==> src/rtl/fp32_pkg.sv <==
// Shared types and constants for the binary32 add/subtract datapath.
package fp32_pkg;

  typedef struct packed {
    logic        sign;
    logic [7:0]  exp;
    logic [22:0] mant;
  } fp32_t;

  typedef enum logic [2:0] {
    ST_IDLE,
    ST_UNPACK,
    ST_ALIGN,
    ST_ADD,
    ST_NORM,
    ST_ROUND
  } addsub_state_t;

  localparam int          FP32_EXP_BIAS = 127;
  localparam int          FP32_EXP_MAX  = 255;
  localparam logic [31:0] FP32_QNAN     = 32'h7FC00000;
  localparam logic [31:0] FP32_PINF     = 32'h7F800000;
  localparam logic [31:0] FP32_MAXFIN   = 32'h7F7FFFFF;

  // Operation select; any code other than OP_SUB adds.
  localparam logic [1:0]  OP_ADD        = 2'b10;
  localparam logic [1:0]  OP_SUB        = 2'b01;
  localparam logic [31:0] NAN_CANON     = FP32_QNAN;

endpackage

==> src/rtl/fp_lzc24.sv <==
// Combinational leading-zero counter for a 24-bit significand; 24 for zero.
module fp_lzc24 (
  input  logic [23:0] din,
  output logic [4:0]  cnt
);

  // Highest set bit wins because later loop iterations overwrite earlier ones.
  always_comb begin
    cnt = 5'd24;
    for (int i = 0; i < 24; i++) begin
      if (din[i]) cnt = 5'(23 - i);
    end
  end

endmodule

==> src/rtl/fp32_addsub_unit.sv <==
// Multi-cycle IEEE-754 binary32 adder/subtractor with a fixed 6-cycle latency.
// Build option: define ADDSUB_RNE_EN for round-to-nearest-even; otherwise the
// unit rounds toward zero and saturates overflow to the largest finite value.
module fp32_addsub_unit
  import fp32_pkg::*;
(
  input  logic        CLK,
  input  logic        RESET_N,
  input  logic        START,
  input  logic [31:0] A,
  input  logic [31:0] B,
  input  logic [1:0]  OP,
  output logic        BUSY,
  output logic        DONE,
  output logic [31:0] RESULT,
  output logic        FLAG_OVF,
  output logic        FLAG_UNF,
  output logic        FLAG_INV,
  output logic        FLAG_INX
);

  addsub_state_t state_q, state_d;
  logic          done_q;
  logic          accept;

  fp32_t         a_q, b_q;
  logic [1:0]    op_q;

  // UNPACK results
  logic          u_sb, u_a_nan, u_b_nan, u_a_inf, u_b_inf, u_a_zero, u_b_zero;
  logic          u_spec, u_inv;
  logic [31:0]   u_res;
  logic [23:0]   u_siga, u_sigb;
  logic          spec_p0, spec_inv_p0, sa_p0, sb_p0;
  logic [31:0]   spec_res_p0;
  logic [7:0]    ea_p0, eb_p0;
  logic [23:0]   siga_p0, sigb_p0;

  // ALIGN results
  logic          al_a_ge, al_xs, al_ys;
  logic [7:0]    al_xe, al_ye, al_diff;
  logic [23:0]   al_xsig, al_ysig;
  logic [53:0]   al_wide;
  logic [26:0]   al_my;
  logic          spec_p1, spec_inv_p1, sx_p1, sub_p1;
  logic [31:0]   spec_res_p1;
  logic [7:0]    ex_p1;
  logic [26:0]   mx_p1, my_p1;

  // ADD results
  logic [27:0]   ad_sum;
  logic          spec_p2, spec_inv_p2, sign_p2;
  logic [31:0]   spec_res_p2;
  logic [7:0]    ex_p2;
  logic [27:0]   sum_p2;

  // NORM results
  logic [4:0]         nm_lzc;
  logic [26:0]        nm_m;
  logic signed [9:0]  nm_exp;
  logic               nm_byp;
  logic [31:0]        nm_byp_res;
  logic [3:0]         nm_byp_flg;
  logic               byp_p3, sign_p3;
  logic [31:0]        byp_res_p3;
  logic [3:0]         byp_flg_p3;
  logic signed [9:0]  exn_p3;
  logic [26:0]        m_p3;

  // ROUND result: {ovf, unf, inv, inx, result}
  logic [35:0]   rnd_w;

  // Rounds a normalised 27-bit significand (24 + G/R/S) and packs the word.
  function automatic logic [35:0] fp_round(input logic              sign,
                                           input logic signed [9:0] exp_in,
                                           input logic [26:0]       m);
    logic [24:0]       m25;
    logic [22:0]       frac;
    logic signed [9:0] e;
    logic              inx;
    logic              up;
    inx = |m[2:0];
`ifdef ADDSUB_RNE_EN
    up = m[2] & (m[1] | m[0] | m[3]);
`else
    up = 1'b0;
`endif
    m25 = {1'b0, m[26:3]} + {24'b0, up};
    e   = exp_in;
    if (m25[24]) begin
      frac = m25[23:1];
      e    = e + 10'sd1;
    end else begin
      frac = m25[22:0];
    end
    if (e >= 10'(FP32_EXP_MAX)) begin
`ifdef ADDSUB_RNE_EN
      fp_round = {4'b1001, sign, FP32_PINF[30:0]};
`else
      fp_round = {4'b1001, sign, FP32_MAXFIN[30:0]};
`endif
    end else begin
      fp_round = {3'b000, inx, sign, e[7:0], frac};
    end
  endfunction

  fp_lzc24 u_lzc (
    .din (sum_p2[26:3]),
    .cnt (nm_lzc)
  );

  assign BUSY   = (state_q != ST_IDLE) | done_q;
  assign DONE   = done_q;
  assign accept = (state_q == ST_IDLE) & START & ~done_q;

  // Next-state logic: fixed walk through the five work states.
  always_comb begin
    state_d = state_q;
    case (state_q)
      ST_IDLE:   if (accept) state_d = ST_UNPACK;
      ST_UNPACK: state_d = ST_ALIGN;
      ST_ALIGN:  state_d = ST_ADD;
      ST_ADD:    state_d = ST_NORM;
      ST_NORM:   state_d = ST_ROUND;
      ST_ROUND:  state_d = ST_IDLE;
      default:   state_d = ST_IDLE;
    endcase
  end

  // Control state and architectural outputs; reset discards any operation.
  always_ff @(posedge CLK or negedge RESET_N) begin
    if (!RESET_N) begin
      state_q  <= ST_IDLE;
      done_q   <= 1'b0;
      RESULT   <= '0;
      FLAG_OVF <= 1'b0;
      FLAG_UNF <= 1'b0;
      FLAG_INV <= 1'b0;
      FLAG_INX <= 1'b0;
    end else begin
      state_q <= state_d;
      done_q  <= (state_q == ST_ROUND);
      if (state_q == ST_ROUND) begin
        {FLAG_OVF, FLAG_UNF, FLAG_INV, FLAG_INX, RESULT} <= rnd_w;
      end
    end
  end

  // ---- UNPACK: classify operands, resolve specials, build significands ----
  // Special-value classification; denormals are treated as signed zeros.
  always_comb begin
    u_sb     = b_q.sign ^ (op_q == OP_SUB);
    u_a_zero = (a_q.exp == 8'h00);
    u_b_zero = (b_q.exp == 8'h00);
    u_a_inf  = (a_q.exp == 8'hFF) && (a_q.mant == 23'd0);
    u_b_inf  = (b_q.exp == 8'hFF) && (b_q.mant == 23'd0);
    u_a_nan  = (a_q.exp == 8'hFF) && (a_q.mant != 23'd0);
    u_b_nan  = (b_q.exp == 8'hFF) && (b_q.mant != 23'd0);
    u_siga   = u_a_zero ? 24'd0 : {1'b1, a_q.mant};
    u_sigb   = u_b_zero ? 24'd0 : {1'b1, b_q.mant};
    u_spec   = 1'b1;
    u_inv    = 1'b0;
    u_res    = '0;
    if (u_a_nan || u_b_nan) begin
      u_res = NAN_CANON;
      u_inv = 1'b1;
    end else if (u_a_inf && u_b_inf && (a_q.sign != u_sb)) begin
      u_res = NAN_CANON;
      u_inv = 1'b1;
    end else if (u_a_inf) begin
      u_res = {a_q.sign, FP32_PINF[30:0]};
    end else if (u_b_inf) begin
      u_res = {u_sb, FP32_PINF[30:0]};
    end else if (u_a_zero && u_b_zero) begin
      u_res = {a_q.sign & u_sb, 31'd0};
    end else begin
      u_spec = 1'b0;
    end
  end

  // ---- ALIGN: order by magnitude, shift smaller into G/R/S field ----
  // Operand swap and sticky-preserving right shift of the smaller significand.
  always_comb begin
    al_a_ge = {ea_p0, siga_p0} >= {eb_p0, sigb_p0};
    al_xs   = al_a_ge ? sa_p0   : sb_p0;
    al_ys   = al_a_ge ? sb_p0   : sa_p0;
    al_xe   = al_a_ge ? ea_p0   : eb_p0;
    al_ye   = al_a_ge ? eb_p0   : ea_p0;
    al_xsig = al_a_ge ? siga_p0 : sigb_p0;
    al_ysig = al_a_ge ? sigb_p0 : siga_p0;
    al_diff = al_xe - al_ye;
    al_wide = {al_ysig, 30'd0} >> al_diff;
    if (al_diff > 8'd26) al_my = {26'd0, |al_ysig};
    else                 al_my = {al_wide[53:28], |al_wide[27:0]};
  end

  // ---- ADD: magnitude add/subtract, X is never smaller than Y ----
  // Effective operation chosen from the two effective signs.
  always_comb begin
    if (sub_p1) ad_sum = {1'b0, mx_p1} - {1'b0, my_p1};
    else        ad_sum = {1'b0, mx_p1} + {1'b0, my_p1};
  end

  // ---- NORM: renormalise, detect exact zero and underflow ----
  // Carry shifts right with sticky kept; otherwise shift left by the LZC.
  always_comb begin
    nm_byp     = 1'b0;
    nm_byp_res = '0;
    nm_byp_flg = '0;
    if (sum_p2[27]) begin
      nm_m   = {sum_p2[27:2], sum_p2[1] | sum_p2[0]};
      nm_exp = $signed({2'b00, ex_p2}) + 10'sd1;
    end else begin
      nm_m   = sum_p2[26:0] << nm_lzc;
      nm_exp = $signed({2'b00, ex_p2}) - $signed({5'b00000, nm_lzc});
    end
    if (spec_p2) begin
      nm_byp     = 1'b1;
      nm_byp_res = spec_res_p2;
      nm_byp_flg = {2'b00, spec_inv_p2, 1'b0};
    end else if (sum_p2 == 28'd0) begin
      nm_byp     = 1'b1;
    end else if (nm_exp <= 10'sd0) begin
      nm_byp     = 1'b1;
      nm_byp_res = {sign_p2, 31'd0};
      nm_byp_flg = 4'b0101;
    end
  end

  // ---- ROUND: apply rounding mode unless the result was already decided ----
  // Final word selection ahead of the output register.
  always_comb begin
    if (byp_p3) rnd_w = {byp_flg_p3, byp_res_p3};
    else        rnd_w = fp_round(sign_p3, exn_p3, m_p3);
  end

  // Datapath stage registers, each loaded in its own FSM state.
  always_ff @(posedge CLK) begin
    if (accept) begin
      a_q  <= A;
      b_q  <= B;
      op_q <= OP;
    end
    if (state_q == ST_UNPACK) begin
      spec_p0     <= u_spec;
      spec_inv_p0 <= u_inv;
      spec_res_p0 <= u_res;
      sa_p0       <= a_q.sign;
      sb_p0       <= u_sb;
      ea_p0       <= a_q.exp;
      eb_p0       <= b_q.exp;
      siga_p0     <= u_siga;
      sigb_p0     <= u_sigb;
    end
    if (state_q == ST_ALIGN) begin
      spec_p1     <= spec_p0;
      spec_inv_p1 <= spec_inv_p0;
      spec_res_p1 <= spec_res_p0;
      sx_p1       <= al_xs;
      sub_p1      <= al_xs ^ al_ys;
      ex_p1       <= al_xe;
      mx_p1       <= {al_xsig, 3'b000};
      my_p1       <= al_my;
    end
    if (state_q == ST_ADD) begin
      spec_p2     <= spec_p1;
      spec_inv_p2 <= spec_inv_p1;
      spec_res_p2 <= spec_res_p1;
      sign_p2     <= sx_p1;
      ex_p2       <= ex_p1;
      sum_p2      <= ad_sum;
    end
    if (state_q == ST_NORM) begin
      byp_p3      <= nm_byp;
      byp_res_p3  <= nm_byp_res;
      byp_flg_p3  <= nm_byp_flg;
      sign_p3     <= sign_p2;
      exn_p3      <= nm_exp;
      m_p3        <= nm_m;
    end
  end

endmodule

==> config.mk <==
export PLATFORM = sky130hd
export DESIGN_NAME = fp32_addsub_unit
export DESIGN_NICKNAME = d
export VERILOG_FILES = /design/src/rtl/fp32_pkg.sv /design/src/rtl/fp_lzc24.sv /design/src/rtl/fp32_addsub_unit.sv
export SDC_FILE = /design/constraint.sdc
export NUM_CORES = 1
export LEC_CHECK = 0
export BUFFER_PORTS_ARGS = -buffer_cell sky130_fd_sc_hd__buf_2
export CAP_MARGIN = 30
export CORE_MARGIN = 8
export CORE_UTILIZATION = 45
export CTS_CLUSTER_SIZE = 40
export DETAILED_ROUTE_END_ITERATION = 7
export GPL_ROUTABILITY_DRIVEN = 0
export GPL_TIMING_DRIVEN = 0
export PLACE_DENSITY = 0.72
export SETUP_SLACK_MARGIN = 0.2
export SYNTH_ARGS = -nofsm -noshare
export SYNTH_HDL_FRONTEND = slang
export SYNTH_SLANG_ARGS = --single-unit
==> constraint.sdc <==
create_clock -name CLK -period 8.3 [get_ports CLK]
set_input_delay 1.245 -clock CLK [delete_from_list [all_inputs] [get_ports CLK]]
set_output_delay 1.245 -clock CLK [all_outputs]
set_load 0.01 [all_outputs]
* Word-level counts from Yosys, hierarchy flattened
Cells that the tools add are included. W data, S select, Z words.
Cells by class: muxes and demuxes 53, shifts and indexed selects 2, bitwise operators 8, reduce and logical (&&, ||, !) cells 23, equal/unequal tests 10, add/subtract/negate cells 5, order comparisons 4
Operator list (count):
- $mux W32 | 6
- $mux W24 | 4
- $mux W5 | 16
- $mux W36 | 2
- $shr A54 B8 Y54 | 1
- $logic_not A23 Y1 | 2
- $reduce_bool A23 Y1 | 2
- $ge A32 B32 Y1 | 1
- $mux W4 | 8
- $add A27 B27 Y28 | 1
- $logic_not A28 Y1 | 1
- $mux W28 | 1
- $reduce_or A28 Y1 | 1
- $sub A27 B27 Y28 | 1
- $shl A27 B5 Y26 | 1
- $mux W26 | 1
- $reduce_or A24 Y1 | 1
- $mux W10 | 2
- $eq A8 B8 Y1 const B | 2
- $logic_not A8 Y1 | 2
- $mux W8 | 2
- $pmux W3 S5 | 1
- $ge A10 B9 Y1 const B | 1
- $le A10 B1 Y1 const B | 1
- 24 further kinds | 44
Storage, ports and cells: flip-flop bits (word level) 445, logic and storage cells 153, bits of input ports 69, output and inout bits 38

* Logic depth before layout (Yosys ltp)
Gate-level depths: netlist of the first run.
word-level depth 30, depth in mapped cells 24, gate-level depth less buffers 23

* By module
Synthesis of the first run repeated with hierarchy kept, for this count alone.
Second synthesis, totals: cells, all modules 1841, area, all modules 19427.4 sq um
Modules (own cells, without submodules):
- fp32_addsub_unit | area each 19162.1 sq um, sequential area each 9649.3 sq um, cells an instance 1793, times used 1
- fp_lzc24 | area each 265.3 sq um, sequential area each 0.0 sq um, cells an instance 48, times used 1

* Worst setup path after synthesis of the first run
No wires, ideal clock.
path type register to register, from register state_q[1], to register ea_p0[0] (enable), arrival time 5.750 ns, required time 7.698 ns, slack 1.947 ns, cell stages (with the launch flop) 3, path buffers 1, library setup time 0.602 ns, clock period less this slack 6.353 ns, cells stage by stage dfrtp_1 > clkbuf_1 > nor3b_1
Between the ends: longest elaborated chain between the ends 1
Ends and longest elaborated chain:
- from (decl) | RTL line fp32_addsub_unit.sv:22 | addsub_state_t state_q, state_d;
- from (signal assigned) | RTL line fp32_addsub_unit.sv:141 | state_q <= state_d;
- $eq A3 B1 Y1 | RTL line fp32_addsub_unit.sv:244 | if (state_q == ST_UNPACK) begin
- to (signal assigned) | RTL line fp32_addsub_unit.sv:250 | ea_p0 <= a_q.exp;
- to (decl) | RTL line fp32_addsub_unit.sv:36 | logic [7:0] ea_p0, eb_p0;
No other way between the ends. A chain may end at the register's enable or synchronous reset.

* Worst setup path in the final report of the first run
from register siga_p0[13], to register my_p1[0], data pin
Between the ends: longest elaborated chain between the ends 6, elaborated cells between the ends (all ways) 10, those cells by class add/sub (1); order compare (2); shift (1); mux (4); reduce/logical (2)
Ends and longest elaborated chain:
- from (decl) | RTL line fp32_addsub_unit.sv:37 | logic [23:0] siga_p0, sigb_p0;
- from (signal assigned) | RTL line fp32_addsub_unit.sv:252 | siga_p0 <= u_siga;
- $ge A32 B32 Y1 | RTL line fp32_addsub_unit.sv:184 | al_a_ge = {ea_p0, siga_p0} >= {eb_p0, sigb_p0};
- $mux W8, on equally long branches | RTL line fp32_addsub_unit.sv:187, fp32_addsub_unit.sv:188
- $sub A8 B8 Y8 | RTL line fp32_addsub_unit.sv:191 | al_diff = al_xe - al_ye;
- $shr A54 B8 Y54 | RTL line fp32_addsub_unit.sv:192 | al_wide = {al_ysig, 30'd0} >> al_diff;
- $reduce_or A28 Y1 | RTL line fp32_addsub_unit.sv:194 | else al_my = {al_wide[53:28], |al_wide[27:0]};
- $mux W1 (*) | RTL line fp32_addsub_unit.sv:193 | if (al_diff > 8'd26) al_my = {26'd0, |al_ysig};
- net al_my[0] | RTL line fp32_addsub_unit.sv:44 | logic [26:0] al_my;
- to (signal assigned) | RTL line fp32_addsub_unit.sv:263 | my_p1 <= al_my;
- to (decl) | RTL line fp32_addsub_unit.sv:48 | logic [26:0] mx_p1, my_p1;
The timed path passes the listed nets; every way through them passes the cells marked *.

==> results by group, run 1 <==
Finish
  • Layout cells sized above 1: 14.7%
  • Nets@finish: roughly 2200
  • Post-layout util: 51.8%
  • Inserted Diodes: 0
  • Cell Count, Final, Fillers Out: between 2000 and 3000
  • P&R area growth vs syn: 13.6%

Setup path
  • Critical path type: register to register
  • R2r startpoint: siga_p0[13]
  • Crit end category: register
  • Req. time, crit path: between 8 and 9 ns
  • Startpoint types: register
  • Worst EP arrival: between 7 and 8 ns
  • Max FO, Critical Path: 10
  • Setup crit start: siga_p0[13]
  • R2R depth: 20

Clocking
  • CTS sink count: roughly 330
  • Post-CTS sizing: 0
  • TritonCTS clock tree: yes
  • Cts bufs inserted: 35
  • Clk slew on worst S/H paths: approximately 0.06 ns
  • H-tree levels: 2
  • Clock Path Buffers: 3
  • Post-CTS Setup Inserts: 0
  • Root Buffer: clkbuf_16
  • Hold_buf cts: 0
  • Later-pin clock latency in the skew report: 0.57 ns

Die
  • Core area: between 40000 and 50000 um^2
  • I/O pins: between 100 and 150
  • Die area: slightly above 50000 um^2
  • Starting Density: around 46%
  • # rows: 76
  • Die width: roughly 220 um
  • DIE HEIGHT: ~220 um

Outcome
  • Status: complete, but fails checks
  • Failing checks: design-rule violations

Routing
  • Vias: between 15000 and 20000
  • WL final: between 50000 and 60000 um
  • 1st-pass router iterations: 8
  • Drt via density: between 5 and 6
  • Routed Antenna Nets: 0
  • Drt initial violations: roughly 1800
  • Wire per inst: between 15 and 20 um
  • # DRC: between 50 and 60

Global routing
  • Total gr overflow: 0
  • First-pass GRT wire length: around 82000 um
  • Initial antenna violation count: 1
  • GRT Util Overall: about a fifth
  • Largest net degree at the start of global routing: 44
  • Vias in the first global route: approximately 15000

Synthesis
  • Synth area leader: edfxtp_1
  • Number of enable flip-flop cells after synthesis: between 200 and 300
  • Syn_area_per_cell: about 11 um^2
  • Mapped Nets: approximately 2000
  • Main area contributors after synthesis: edfxtp_1 (44%), ha_1 (5.7%), dfrtp_1 (5.1%)
  • Warnings, synthesis: 0
  • Top_reg_cell synth: edfxtp_1
  • Sequential fraction of the synthesis area: 49.1%
  • Post-Syn Area: between 15000 and 20000 um^2
  • Post-synthesis cell count: about 1800
  • Synth top area share: between 40% and 50%
  • Distinct cells, synth: 100
  • Post-synthesis register bit count: ~330
  • Share of synthesized registers carrying an async set or reset: between 10 and 15%

Power and ir drop
  • PD cells: between 400 and 500 nW/um^2
  • IR drop worst, VDD: about 0.23 mV
  • Static Leak: approximately 8.5 nW

STA
  • Fmax: between 100 and 150 MHz
  • RSZ-0062 raised after global routing: false
  • Final max-slew violation count: 0
  • Period utilization: a little over four fifths
  • Hold Vio Cnt, Final: 0
  • Worst slew margin: between 30% and 40%
  • Worst Tran Pin Value: approximately 0.9 ns
  • # setup viols final: 0
  • Hold_ws: ~0.42 ns
  • Final TNS setup: 0 ns
  • Layout Skew: roughly 0.027 ns
  • Final min period: around 7.0 ns

Flow run
  • MaxCap Viol Count: 0

Place
  • Inst Count DP: roughly 2500
  • Port Buffer Count: ~110
  • DP Wirelength: slightly below 40000 um

Min path
  • Hold Crit Depth: 0
  • Hold WC Path Type: register to register
  • Hold_sp: ex_p1[6]
-- final timing paths --
kind / to / slack, ns
min in group asynchronous: FLAG_UNF / 0.81
max reg2reg: my_p1[0] / 1.31
max in group asynchronous: FLAG_INV / 6.95
max: my_p1[0] / 1.31
min reg2reg: ex_p2[6] / 0.42
min: ex_p2[6] / 0.42
-- cells in the mapped netlist, types with 9 or more instances --
master,n
edfxtp_1,288
nand2_1,145
nor2_1,142
a21oi_1,136
inv_1,112
ha_1,90
o21ai_0,86
clkbuf_1,67
mux2i_1,67
and2_1,56
mux2_2,44
nor3_1,44
dfrtp_1,40
nand3_1,38
nor4_1,37
o31ai_1,32
xnor2_1,26
mux4_2,21
a31oi_1,20
nand4_1,20
o211ai_1,19
a211oi_1,17
buf_2,17
nand2b_1,15
a21o_1,14
and3_1,12
nor2b_1,12
xor2_1,12
o21bai_1,10
nor3b_1,9
or3_1,9
-- critical path, stage by stage, from the launching register on --
cell and delay, ns:
edfxtp_1 0.46, ha_1 0.35, a211o_1 0.29, a22oi_2 0.16, nand3b_1 0.21, o311a_4 0.47, nor2_2 0.38, buf_2 0.36
buf_1 0.62, buf_1 0.55, o31a_1 0.20, ha_1 0.23, clkbuf_1 0.26, inv_1 0.24, clkbuf_1 0.44, mux4_2 0.41
mux2i_1 0.22, a21oi_1 0.10, nor4_1 0.29, nand4b_1 0.19, a211o_1 0.30
-- per-layer routing --
layer / up-vias / track usage [%] / part of all wire (%) / wire, um
met5: - / 0 / 0.029 / 15
li1: 7243 / - / - / -
met2: 903 / 32.7 / 45 / 23300
met4: 2 / 11.4 / 6.4 / 3330
met3: 275 / 5.00 / 9.4 / 4860
met1: 7203 / 24.4 / 39 / 20200
-- cell usage in the layout (no fill, tap or decap), types with 7 or more instances in the layout --
master     synthesis  layout
a2111oi_0          7       7
a211oi_1          17      17
a21boi_0           7       7
a21o_1            14      14
a21oi_1          136     136
a31oi_1           20      20
and2_1            56      56
and3_1            12      12
buf_1              8       8
buf_2             17     123
buf_6              1      14
clkbuf_1          67      78
clkbuf_16          0      35
dfrtp_1           40      40
edfxtp_1         288     288
ha_1              90      90
inv_1            112     112
mux2_2            44      44
mux2i_1           67      67
mux4_2            21      21
nand2_1          145     145
nand2b_1          15      15
nand3_1           38      38
nand4_1           20      20
nor2_1           142     141
nor2b_1           12      12
nor3_1            44      44
nor4_1            37      37
o211ai_1          19      19
o21a_1             8       8
o21ai_0           86      86
o21bai_1          10      10
o221ai_1           7       7
o22ai_1            8       8
o31ai_1           32      32
or2_2              7       7
or3_1              9       9
xnor2_1           26      26
xor2_1            12      12
-- power breakdown --
group          leakage [nW]  switching [W]  internal, W
registers              3.18       0.000417      0.00258
clock network         0.564       0.000634     0.000983
logic                  4.78        0.00339      0.00218
total                  8.52        0.00444      0.00574
-- final cells by class --
class                   count  area (um^2)
flip-flops and latches    328         9650
clock inverters            16          258
plain buffers              94          393
well taps                 585          732
fillers                  3718        20800
repair buffers            122          732
clock buffers              47          931
inverters                 115          432
multi-input cells        1303         9190
-- flip-flops by register name (all words and copies together), names as in the netlist, 10 cells and up --
register / count
RESULT: 32
a_q: 32
b_q: 32
exn_p3: 10
m_p3: 26
mx_p1: 24
my_p1: 27
siga_p0: 24
sigb_p0: 24
sum_p2: 28
-- metrics by stage --
stage | cell area, um^2 | setup WS (ns) | power, W
5_1_grt | 22300 | 1.04 | 0.0108
4_1_cts | 22300 | 1.48 | 0.0101
3_5_place_dp | 21100 | 1.53 | 0.00840
6_report | 22300 | 1.31 | 0.0102
2_1_floorplan | 19600 | 1.95 | 0.00689
3_3_place_gp | 20900 | 0.0241 | 0.00829
-- cell families after synthesis --
kind of cell | share of synthesized area (%)
adder cells (fa/ha/maj) | 5.94
AO/OA/AOI/OAI | 15.8
multiplexers | 8.48
buffers and inverters | 4.20
AND/OR/NAND/NOR | 14.6
XOR/XNOR | 1.78
flip-flops | 49.1
No activity file was read; power rests on OpenSTA's default activity.
==> run 2, diff against run 1 <==
- PLACE_DENSITY: 0.72 -> 0.74
- clock period: 8.3 -> 6.02 ns (I/O delays scaled with it)
==> results by group, run 2 (synthesized netlist as in run 1, its figures left out) <==
Flow run
  • MaxCap Viol Count: 0 (unchanged)

Clocking
  • Root Buffer: clkbuf_16
  • Cts bufs inserted: 35 (unchanged)
  • Clk slew on worst S/H paths: 0.06 ns (about the same)
  • Later-pin clock latency in the skew report: 0.55 ns (-0.02 ns)
  • Clock Path Buffers: 3 (unchanged)
  • CTS sink count: 328 (unchanged)
  • TritonCTS clock tree: yes
  • H-tree levels: 2 (unchanged)

Finish
  • Biggest regs: RESULT (32), a_q (32), b_q (32)
  • Cell Count, Final, Fillers Out: 2620 (+0.38%)
  • Nets@finish: 2170 (+0.46%)
  • Most common cell after layout, fill and taps aside: edfxtp_1
  • P&R area growth vs syn: 14.2%
  • Layout cells sized above 1: 15.9% (+1.2 points)
  • Most frequent cells in the layout: edfxtp_1 (288), nand2_1 (144), nor2_1 (141)
  • Inserted Diodes: 0 (unchanged)

STA
  • Hold Vio Cnt, Final: 0 (unchanged)
  • Worst Tran Pin Value: 0.914 ns (-0.0125 ns)
  • Final max-slew violation count: 0 (unchanged)
  • Post-route setup slack: 0.277 ns (-1.03 ns)
  • Fmax: 174 MHz (+22%)
  • Final TNS setup: 0 ns (unchanged)
  • Final min period: 5.74 ns (-1.25 ns)
  • Worst slew margin: 39.0% (+0.83 points)
  • Layout Skew: 0.0189 ns (-0.00824 ns)
  • # setup viols final: 0 (unchanged)
  • RSZ-0062 raised after global routing: false
  • Period utilization: 95.4% (+11 points)

Setup path
  • Worst EP arrival: 6.02 ns (-1.27 ns)
  • Critical path type: register to register
  • Startpoint types: register
  • Req. time, crit path: 6.30 ns (-2.30 ns)
  • Max FO, Critical Path: 10 (unchanged)
  • Crit end category: register

Power and ir drop
  • Int Power: 0.00785 W (+37%)
  • Sw Pwr: 0.00618 W (+39%)
  • Power share of the sequential group: 29.6% (+0.2 points)
  • PD cells: 625 nW/um^2 (+37%)
  • Switching Share: 44.0% (+0.39 points)
  • Static Leak: 8.57 nW (+0.61%)
  • IR drop worst, VDD: 0.361 mV (+58%)
  • Clock power frac: 14.4% (-1.5 points)
  • Combinational share of power: 56.0% (+1.3 points)

Global routing
  • Initial antenna violation count: 1 (unchanged)
  • Vias in the first global route: 15400 (-0.47%)
  • GRT Util Overall: 19.7% (-0.54 points)
  • Total gr overflow: 0 (unchanged)
  • Largest net degree at the start of global routing: 44 (unchanged)
  • First-pass GRT wire length: 80500 um (-2.0%)

Die
  • Core area: 43100 um^2 (unchanged)
  • # rows: 76 (unchanged)
  • Die area: 50600 um^2 (unchanged)
  • I/O pins: 107 (unchanged)
  • Die width: 225 um (unchanged)
  • Starting Density: 45.6% (unchanged)
  • DIE HEIGHT: 225 um (unchanged)

Routing
  • Drt initial violations: 1699 (-5.3%)
  • # DRC: 26 (-52%)
  • Wire per inst: 19.5 um (-1.6%)
  • Drt via density: 5.99 (about the same)
  • 1st-pass router iterations: 8 (unchanged)
  • Routed Antenna Nets: 0 (unchanged)
  • Vias: 15700 (+0.39%)
  • WL final: 51100 um (-1.2%)

Outcome
  • Failing checks: design-rule violations
  • Status: complete, but fails checks

Place
  • Port Buffer Count: 106 (unchanged)
  • Inst Count DP: 2543 (-0.16%)
  • Post-place setup slack: -0.652 ns (-2.19 ns)
  • DP Wirelength: 39200 um (-1.1%)

Min path
  • Hold WC Path Type: register to register
-- run 2: changes by cell type in the layout (fill, tap and decap cells not counted), sizes merged --
cell / previous run / this run
bufinv: 6 / 1
clkinv: 7 / 9
inv: 114 / 117
buf: 149 / 157
clkbuf: 114 / 116
-- run 2: power groups by stage --
stage / clock (W) / sequential (W) / combinational [W]
finish: 0.00202 / 0.00415 / 0.00786
global placement: 0 / 0.00420 / 0.00716
floorplan: 0 / 0.00402 / 0.00545
detailed placement: 0 / 0.00416 / 0.00744
global route: 0.00215 / 0.00421 / 0.00847
CTS: 0.00207 / 0.00412 / 0.00754
-- run 2: final timing paths --
kind | cells past startpoint | start | end | slack [ns]
min in group asynchronous | 1 | RESET_N | state_q[1] | 0.47
worst min register to register | 0 | spec_res_p0[29] | spec_res_p1[30] | 0.41
worst max-delay path | 20 | ea_p0[5] | my_p1[0] | 0.28
worst min-delay path | 0 | spec_res_p0[29] | spec_res_p1[30] | 0.41
max in group asynchronous | 1 | RESET_N | RESULT[13] | 5.02
worst max register to register | 20 | ea_p0[5] | my_p1[0] | 0.28
-- run 2: layout make-up --
| cell class | count | area [um^2] |
|---|---|---|
| Fill cell | 3719 | 20600 |
| Sequential cell | 328 | 9650 |
| Multi-Input combinational cell | 1303 | 9260 |
| Clock buffer | 47 | 931 |
| Timing Repair Buffer | 134 | 867 |
| Tap cell | 585 | 732 |
| Inverter | 115 | 435 |
| Buffer | 92 | 414 |
| Clock inverter | 16 | 146 |
-- run 2: metrics by stage --
stage                     utilization (%)  hold slack, ns  cell area, um^2  total power [W]
after floorplan                         -           0.400            19700          0.00947
after global placement               48.6           0.408            20900           0.0114
after detailed placement             49.1           0.405            21200           0.0116
after CTS                            51.7           0.421            22300           0.0137
after global routing                 52.1           0.424            22400           0.0148
final                                52.1           0.415            22400           0.0140
-- run 2: metal layers --
metal  vias to the layer above  part of all wire [%]  track usage, %
met1                      7328                    39            24.1
met3                       237                   9.5            4.36
met5                         -                     0               0
li1                       7249                     -               -
met4                         0                   5.3            9.90
met2                       873                    46            32.5
-- run 2: repair_timing --
| item | in CTS | in global routing |
|---|---|---|
| gates resized for setup | 13 | 17 |
| hold buffers | 0 | 0 |
| hold endpoints to repair | 0 | 0 |
| setup buffers | 1 | 15 |
| pin swaps | 1 | 5 |
| setup endpoints to repair | 30 | 25 |
-- run 2: critical path, stage by stage (launching register included) --
cell,delay (ns)
edfxtp_1,0.47
ha_1,0.33
clkbuf_4,0.17
nand4_1,0.21
nor4_4,0.41
o311a_4,0.29
nor2_4,0.07
buf_4,0.20
buf_6,0.16
buf_6,0.16
o31a_1,0.26
ha_2,0.22
or4_4,0.58
nand2_8,0.14
buf_8,0.15
mux4_2,0.54
o211ai_1,0.16
o311ai_1,0.16
nor4_1,0.24
nand4b_1,0.18
a211o_1,0.35
